File: src/rtl/pc_ctrl_pkg.sv
// rtl/pc_ctrl_pkg.sv - shared types and constants for the fetch controller
package pc_ctrl_pkg;

    typedef enum logic [1:0] {
        FETCH         = 2'd0,
        HOLD          = 2'd1,
        REDIRECT_PEND = 2'd2
    } fetch_state_e;

    localparam logic [31:0] DEFAULT_RESET_PC = 32'h0000_0000;
    localparam logic [31:0] NOP_INSTR        = 32'h0000_0013;

    function automatic logic [31:0] align_word(input logic [31:0] addr);
        return {addr[31:2], 2'b00};
    endfunction

endpackage

File: src/rtl/pc_fetch_ctrl_if.sv
// rtl/pc_fetch_ctrl_if.sv - instruction memory request/ack bus
interface pc_fetch_ctrl_if;
    logic        imem_req;
    logic [31:0] imem_addr;
    logic        imem_ack;
    logic [31:0] imem_rdata;

    modport master (
        output imem_req,
        output imem_addr,
        input  imem_ack,
        input  imem_rdata
    );

    modport slave (
        input  imem_req,
        input  imem_addr,
        output imem_ack,
        output imem_rdata
    );
endinterface

File: src/rtl/fetch_skid_buf.sv
// rtl/fetch_skid_buf.sv - one-entry word+pc holding buffer with load/clear
module fetch_skid_buf (
    input  logic        clk,
    input  logic        rst_n,
    input  logic        load,
    input  logic        clear,
    input  logic [31:0] word_in,
    input  logic [31:0] pc_in,
    output logic [31:0] word_out,
    output logic [31:0] pc_out
);

    logic [31:0] word_q, word_d;
    logic [31:0] pc_q, pc_d;

    always_comb begin
        word_d = word_q;
        pc_d   = pc_q;
        if (load) begin
            word_d = word_in;
            pc_d   = pc_in;
        end else if (clear) begin
            word_d = '0;
            pc_d   = '0;
        end
    end

    always_ff @(posedge clk) begin
        if (!rst_n) begin
            word_q <= '0;
            pc_q   <= '0;
        end else begin
            word_q <= word_d;
            pc_q   <= pc_d;
        end
    end

    assign word_out = word_q;
    assign pc_out   = pc_q;

endmodule

File: src/rtl/pc_fetch_ctrl.sv
// rtl/pc_fetch_ctrl.sv - PC sequencing, fetch handshake, stall skid and EX redirect
module pc_fetch_ctrl
    import pc_ctrl_pkg::*;
#(
    parameter logic [31:0] RESET_PC = DEFAULT_RESET_PC
) (
    input  logic                     clk,
    input  logic                     rst_n,
    pc_fetch_ctrl_if.master          imem,
    input  logic                     branch_taken_ex,
    input  logic [31:0]              pc_target_ex,
    input  logic                     stall_lu,
    output logic                     pc_valid,
    output logic [31:0]              instr_if,
    output logic [31:0]              pc_if,
    output logic                     flush_ifid,
    output logic                     flush_idex,
    output logic                     misalign_err,
    output logic [15:0]              redirect_cnt
);

    fetch_state_e state_q, state_d;
    logic [31:0]  pc_q, pc_d;
    logic [31:0]  target_q, target_d;
    logic [15:0]  cnt_q, cnt_d;
    logic         misalign_q, misalign_d;

    logic         skid_load, skid_clear, valid_c, redirect_ok;
    logic [31:0]  skid_word, skid_pc, aligned_tgt;

    fetch_skid_buf u_skid (
        .clk      (clk),
        .rst_n    (rst_n),
        .load     (skid_load),
        .clear    (skid_clear),
        .word_in  (imem.imem_rdata),
        .pc_in    (pc_q),
        .word_out (skid_word),
        .pc_out   (skid_pc)
    );

    assign aligned_tgt = align_word(pc_target_ex);
    // A redirect arriving while one is already pending only flushes; the first target wins.
    assign redirect_ok = branch_taken_ex && (state_q != REDIRECT_PEND);

    always_comb begin
        state_d    = state_q;
        pc_d       = pc_q;
        target_d   = target_q;
        cnt_d      = cnt_q;
        misalign_d = 1'b0;
        skid_load  = 1'b0;
        skid_clear = 1'b0;
        valid_c    = 1'b0;
        case (state_q)
            FETCH: begin
                if (branch_taken_ex) begin
                    if (imem.imem_ack) begin
                        pc_d = aligned_tgt;
                    end else begin
                        target_d = aligned_tgt;
                        state_d  = REDIRECT_PEND;
                    end
                end else if (imem.imem_ack) begin
                    pc_d = pc_q + 32'd4;
                    if (stall_lu) begin
                        skid_load = 1'b1;
                        state_d   = HOLD;
                    end else begin
                        valid_c = 1'b1;
                    end
                end
            end
            HOLD: begin
                if (branch_taken_ex) begin
                    skid_clear = 1'b1;
                    pc_d       = aligned_tgt;
                    state_d    = FETCH;
                end else if (!stall_lu) begin
                    valid_c    = 1'b1;
                    skid_clear = 1'b1;
                    state_d    = FETCH;
                end
            end
            REDIRECT_PEND: begin
                // The in-flight request must complete at the old address before retargeting.
                if (imem.imem_ack) begin
                    pc_d    = target_q;
                    state_d = FETCH;
                end
            end
            default: state_d = FETCH;
        endcase
        if (redirect_ok) begin
            if (cnt_q != 16'hFFFF) begin
                cnt_d = cnt_q + 16'd1;
            end
            misalign_d = |pc_target_ex[1:0];
        end
    end

    always_ff @(posedge clk) begin
        if (!rst_n) begin
            state_q    <= FETCH;
            pc_q       <= RESET_PC;
            target_q   <= '0;
            cnt_q      <= '0;
            misalign_q <= 1'b0;
        end else begin
            state_q    <= state_d;
            pc_q       <= pc_d;
            target_q   <= target_d;
            cnt_q      <= cnt_d;
            misalign_q <= misalign_d;
        end
    end

    assign imem.imem_req  = rst_n && (state_q != HOLD);
    assign imem.imem_addr = pc_q;
    assign pc_valid       = rst_n && valid_c;
    assign flush_ifid     = rst_n && branch_taken_ex;
    assign flush_idex     = rst_n && branch_taken_ex;
    assign misalign_err   = misalign_q;
    assign redirect_cnt   = cnt_q;

    always_comb begin
        instr_if = '0;
        pc_if    = '0;
        if (rst_n) begin
            if (!valid_c) begin
                instr_if = NOP_INSTR;
            end else if (state_q == HOLD) begin
                instr_if = skid_word;
                pc_if    = skid_pc;
            end else begin
                instr_if = imem.imem_rdata;
                pc_if    = pc_q;
            end
        end
    end

endmodule

File: src/flat_wrapper.sv
// flat-port wrapper written by rule: the top's interface ports become plain ports
module pc_fetch_ctrl_flat import pc_ctrl_pkg::*;
#(
    parameter logic [31:0] RESET_PC = DEFAULT_RESET_PC
)
  (clk, rst_n, branch_taken_ex, pc_target_ex, stall_lu, pc_valid, instr_if, pc_if, flush_ifid, flush_idex, misalign_err, redirect_cnt, imem_imem_req, imem_imem_addr, imem_imem_ack, imem_imem_rdata);
  pc_fetch_ctrl_if imem_i ();
  input  logic clk;
  input  logic rst_n;
  input  logic branch_taken_ex;
  input  logic [31:0] pc_target_ex;
  input  logic stall_lu;
  output logic pc_valid;
  output logic [31:0] instr_if;
  output logic [31:0] pc_if;
  output logic flush_ifid;
  output logic flush_idex;
  output logic misalign_err;
  output logic [15:0] redirect_cnt;
  output wire logic [$bits(imem_i.imem_req)-1:0] imem_imem_req;
  output wire logic [$bits(imem_i.imem_addr)-1:0] imem_imem_addr;
  input wire logic [$bits(imem_i.imem_ack)-1:0] imem_imem_ack;
  input wire logic [$bits(imem_i.imem_rdata)-1:0] imem_imem_rdata;
  assign imem_imem_req = imem_i.imem_req;
  assign imem_imem_addr = imem_i.imem_addr;
  assign imem_i.imem_ack = imem_imem_ack;
  assign imem_i.imem_rdata = imem_imem_rdata;
  pc_fetch_ctrl #(.RESET_PC(RESET_PC)) u_core (.clk(clk), .rst_n(rst_n), .imem(imem_i), .branch_taken_ex(branch_taken_ex), .pc_target_ex(pc_target_ex), .stall_lu(stall_lu), .pc_valid(pc_valid), .instr_if(instr_if), .pc_if(pc_if), .flush_ifid(flush_ifid), .flush_idex(flush_idex), .misalign_err(misalign_err), .redirect_cnt(redirect_cnt));
endmodule
File: config.mk
export PLATFORM = sky130hd
export DESIGN_NAME = pc_fetch_ctrl_flat
export DESIGN_NICKNAME = d
export VERILOG_FILES = /design/src/rtl/pc_ctrl_pkg.sv /design/src/rtl/pc_fetch_ctrl_if.sv /design/src/rtl/fetch_skid_buf.sv /design/src/rtl/pc_fetch_ctrl.sv /design/src/flat_wrapper.sv
export SDC_FILE = /design/constraint.sdc
export NUM_CORES = 1
export LEC_CHECK = 0
export BUFFER_PORTS_ARGS = -buffer_cell sky130_fd_sc_hd__clkbuf_2
export CAP_MARGIN = 25
export CELL_PAD_IN_SITES_DETAIL_PLACEMENT = 2
export CELL_PAD_IN_SITES_GLOBAL_PLACEMENT = 2
export CORE_MARGIN = 2
export CORE_UTILIZATION = 33
export CTS_CLUSTER_DIAMETER = 120
export DETAILED_ROUTE_END_ITERATION = 16
export PLACE_DENSITY = 0.82
export SLEW_MARGIN = 10
export SYNTH_ARGS = -nofsm -noshare
export SYNTH_HDL_FRONTEND = slang
export SYNTH_HIERARCHICAL = 1
export SYNTH_SLANG_ARGS = --single-unit
export TNS_END_PERCENT = 30
File: constraint.sdc
create_clock -name clk -period 7.35 [get_ports clk]
set_input_delay 2.205 -clock clk [delete_from_list [all_inputs] [get_ports clk]]
set_output_delay 2.205 -clock clk [all_outputs]
set_load 0.03 [all_outputs]
# Yosys cells after proc, flatten, opt, wreduce, memory -nomap -nowiden
# Cells that the tools add are included.
[classes]
addsub = 2
eq_ne = 12
n_mux = 34
bitwise_logic = 1
reduce_logical = 13
[op_table]
columns = ["operator", "count"]
rows = [
  ["$mux 32", 14],
  ["$pmux 32 s3", 1],
  ["$add 32x3->32 const B", 1],
  ["$add 16x1->16 const B", 1],
  ["$ne 16x16->1 const B", 1],
  ["$mux 2", 7],
  ["$ne 3x3->1 const B", 4],
  ["$mux 1", 10],
  ["$ne 2x2->1 const B", 4],
  ["$pmux 2 s3", 1],
  ["$reduce_and 5->1", 1],
  ["$logic_and 1x1->1", 4],
  ["$reduce_and 2->1", 2],
  ["$reduce_and 4->1", 1],
  ["$reduce_and 3->1", 1],
  ["$reduce_bool 3->1", 1],
  ["$eq 2x1->1 const B", 1],
  ["$eq 2x2->1 const B", 1],
  ["$logic_not 2->1", 1],
  ["$ne 2x1->1 const B", 1],
  ["$pmux 1 s2", 1],
  ["$reduce_bool 2->1", 1],
  ["$reduce_or 2->1", 1],
  ["$not 1->1", 1],
]
[totals]
regBits = 145
in_bits = 69
wordCells = 69

# Logic depth before layout (Yosys ltp)
[logic_depth]
ltp_word = 6
depth_mapped = 11
ltp_nobuf = 7

# Cells and area by module
# Netlist, hierarchy kept.
[modules_own_cells]
columns = ["mod", "n_inst", "cells_each", "area_each_um2"]
rows = [
  ["pc_fetch_ctrl", 1, 733, 5342.6],
  ["fetch_skid_buf", 1, 285, 2551.2],
]

# Least setup slack after synthesis
# Ideal clock, no wire load.
[synth_timing]
path_kind = "input-to-output"
startpoint = "input port branch_taken_ex"
endpoint = "output port pc_if[21]"
arrival_ns = 3.742
t_required_ns = 5.145
slack_ns = 1.403
stages = 6
path_buffers = 3
path_cell_list = "clkbuf_1 -> nor3_1 -> nand2_1 -> clkbuf_1 -> clkbuf_1 -> nor2_1"
[synth_via]
elab_chain_cells = 4
elab_cells_between_ends = 5
[synth_lines]
columns = ["element", "line", "rtl"]
rows = [
  ["from (decl)", "flat_wrapper.sv:10", "input logic branch_taken_ex;"],
  ["$mux 1 (on tied branches)", "pc_fetch_ctrl.sv:75, pc_fetch_ctrl.sv:57", ""],
  ["$pmux 1 s2 *", "pc_fetch_ctrl.sv:55", "case (state_q)"],
  ["$mux 32 *", "pc_fetch_ctrl.sv:130", "if (!valid_c) begin"],
  ["$mux 32 *", "pc_fetch_ctrl.sv:129", "if (rst_n) begin"],
  ["to (decl)", "flat_wrapper.sv:15", "output logic [31:0] pc_if;"],
]
# Every way passes the cells marked *; elsewhere a longest branch is shown, timed or not.

# Worst setup path in the final report
[layout_timing]
startpoint = "input port branch_taken_ex"
endpoint = "output port pc_if[0]"
# The elaborated chain is that of the path after synthesis.

==> run_results.csv <==
group,metric,value,unit
place,portBuffers,183,
sta,slew_violations,0,
pwr,power.density,236.8,nW/um^2
synthesis,synth_compound_area_share,19.65,%
outcome,status,"finished clean",
synthesis,synth_edf_count,0,
clock_tree,tritoncts,"done",
place,placed_area,8886,sq um
job,maxCapViolCount,0,
setup_path,slowest_delay,0.63,ns
layout,final_area,9530,sq um
clock_tree,postCtsSetupRepairBufs,0,
clock_tree,clk_pin_slew,0.06,ns
routing,wl_per_cell,20.01,um
setup_path,setup.worst_path.start_class,"input port",
sta,period_needed,6.328,ns
min_path,min_from,"u_core/target_q[3]$_SDFFE_PN0P_",
pwr,comb_power_share,20.0,%
clock_tree,clockRootBuffer,"clkbuf_16",
routing,drc,0,
floorplan,die_w,158.7,um
place,place_congestion,0.7869,
clock_tree,clock_latency,0.42,ns
global_routing,grt_pass1_vias,8221,
synthesis,synth_common_cells,"143 x dfxtp_1, 112 x nor2_1, 107 x nand2_1",
pwr,clockPowerShare,40.7,%
clock_tree,htreeDepth,4,
floorplan,core_area,23470,sq um
clock_tree,numCtsBuffers,17,
clock_tree,cts_resized,0,
global_routing,grt_max_degree,97,
global_routing,antenna_found_initial,0,
routing,vias_per_cell,5.464,
setup_path,reg2reg_from,"u_core/state_q[1]$_SDFFE_PN0P_",
sta,finalHoldViolCount,0,
routing,drt_wl_total,29610,um
synthesis,synthXorXnorAreaFrac,1.664,%
floorplan,die_height,158.7,um
pwr,p_switching,711.4,uW
synthesis,avgSynthCellArea,7.754,sq um
sta,finalSetupViolCount,0,
setup_path,cp.required,5.14,ns
min_path,hold_class,"register to register",
routing,drt_iter0_drc,402,
global_routing,top_usage_layer,"met2",
clock_tree,cts.sinks,143,
global_routing,use_met1,31.57,%
sta,fmax,0.1580,GHz
floorplan,io-pin-count,186,
routing,drtPass1Iterations,5,
floorplan,start_util,33.63,%
place,hpwl,20060,um
setup_path,critPathCaptureType,"output port",
setup_path,crit_start,"branch_taken_ex",
layout,drive_gt1_share,21.45,%
synthesis,netlist-cell-type-count,62,
sta,finalClockSkew,0.009162,ns
synthesis,yosys_warnings,6,
synthesis,synth-simple-area-share,26.64,%
synthesis,ys_ff_latch,143,
synthesis,synth_seq_area_share,36.27,%
setup_path,cp_cell_sequence,"clkbuf_2, nor3_1, nand2_2, buf_4, inv_1, and3_1, clkbuf_2",
floorplan,rows,56,
synthesis,synth_top_family_by_area,"simple AND/OR/NAND/NOR gates",
sta,slew_headroom,39.72,%
synthesis,synth.area.top_cells,"dfxtp_1 36%, mux2i_1 8.4%, nand2b_1 5.6%, nor2_1 5.3%, nand3_1 5.1%",
global_routing,globalRouteOverflowTotal,0,
global_routing,grt_pass1_wl,46090,um
global_routing,grt.total_usage,23.38,%
pwr,ir_drop,0.0001136,V
pwr,power_frac_seq,39.3,%
synthesis,netlist_instances,1018,
routing,vias,8087,
pwr,p_leak,3.548,nW
sta,finalSetupTns,0,ns
synthesis,synth_top_area_share,36.27,%
sta,worst_slew_pin_slew,0.8960,ns
floorplan,dieArea,25170,sq um
layout,fin_nets,1225,
global_routing,gr-usage-met2,39.04,%
synthesis,synth.largest_area_cell,"dfxtp_1",
synthesis,synth_most_common_cell,"dfxtp_1",
pwr,power.switching_fraction,31.52,%
pwr,intPower,1.546,mW
clock_tree,cts.path.max_buffers,2,
layout,antennaDiodeCount,0,
synthesis,netlist_area,7894,sq um
synthesis,synth-async-reset-ratio,0,%
setup_path,cp.arrival,4.12,ns
setup_path,critPathMostFrequentCell,"clkbuf_2",
global_routing,met3_usage,4.083,%
routing,drt.antenna.violating_nets,0,
synthesis,ys.flop_type,"dfxtp_1",
sta,fin_crit_sh,86.10,%
clock_tree,ctsHoldBuffers,0,
layout,area_growth,20.73,%
setup_path,critPathMaxFanout,60,
setup_path,slowest_stage,"nor3_1",
synthesis,synth_fa_ha_area_share,0.9510,%
synthesis,synthMuxAreaShare,8.512,%
setup_path,crit_type,"input port to output port",
sta,rsz0062_at_grt,"no",
## metal layers
metal | vias up | part of all wire [%]
li1 | 3855 | -
met1 | 4033 | 47
met2 | 177 | 47
met3 | 22 | 4.5
met4 | 0 | 1.1
met5 | - | 0
## worst max-delay path, delay by kind of cell
family | cells | cell delay (ns)
buffers and inverters | 4 | 0.97
AND/OR/NAND/NOR | 3 | 0.89
## final cells by class
class | instances | area [sq um]
clock inverters | 11 | 163.9
clock buffers | 19 | 452.9
well taps | 319 | 399.1
flip-flops and latches | 143 | 2863
inverters | 10 | 37.54
multi-input cells | 782 | 4581
fillers | 2745 | 13940
repair buffers | 196 | 1033
## registers in the layout, indices dropped and copies added, names as in the netlist
signal / flops
u_core/u_skid/pc_out: 32
u_core/redirect_cnt: 16
u_core/state_q: 2
u_core/imem.imem_addr: 30
u_core/target_q: 30
u_core/misalign_err: 1
u_core/u_skid/word_out: 32
## final timing paths
kind,end,slack (ns),cells after the start
worst min-delay path,u_core/target_q[3]$_SDFFE_PN0P_,0.46,2
worst max-delay path,pc_if[0],1.02,7
worst min register to register,u_core/target_q[3]$_SDFFE_PN0P_,0.46,2
worst max register to register,u_core/u_skid/pc_out[11]$_SDFFE_PN0P_,4.62,7
## power groups by stage
stage          clock network, mW  logic, mW  registers, mW
3_5_place_dp                   0      0.445          0.903
6_report                   0.918      0.452          0.887
2_1_floorplan                  0      0.266          0.920
3_3_place_gp                   0      0.434          0.899
4_1_cts                    0.941      0.452          0.887
5_1_grt                    0.970      0.493          0.895
## cells by family (layout without fill, tap and decap cells)
kind of cell | count (synthesis) | after routing
fa+ha+maj | 6 | 6
simple gates | 436 | 436
other cells | 1 | 4
xor+xnor | 15 | 15
compound gates | 254 | 254
flops | 143 | 143
buf+inv | 96 | 236
mux | 67 | 67
## through the flow
stage	util, %	power [mW]	hold slack, ns	setup WS (ns)	cells
3_3_place_gp	37.86	1.334	0.4414	1.150	1449
2_1_floorplan	-	1.187	0.4360	1.403	1021
5_1_grt	40.60	2.358	0.4806	0.8570	1480
3_5_place_dp	37.86	1.349	0.4491	1.055	1449
6_report	40.60	2.257	0.4594	1.022	1480
4_1_cts	40.49	2.279	0.4616	1.024	1479
## cells in the final DEF (no fill, tap or decap), types with 11 or more instances in the layout
cell	netlist	final
a211oi_1	11	11
a21oi_1	75	75
a22oi_1	13	13
buf_4	9	12
clkbuf_16	0	17
clkbuf_2	0	182
dfxtp_1	143	143
mux2i_1	66	66
nand2_1	107	106
nand2b_1	71	70
nand3_1	81	81
nand4_1	13	13
nor2_1	112	110
o21ai_0	27	27
o21ai_1	59	59
(Power assumes the default switching activity.)
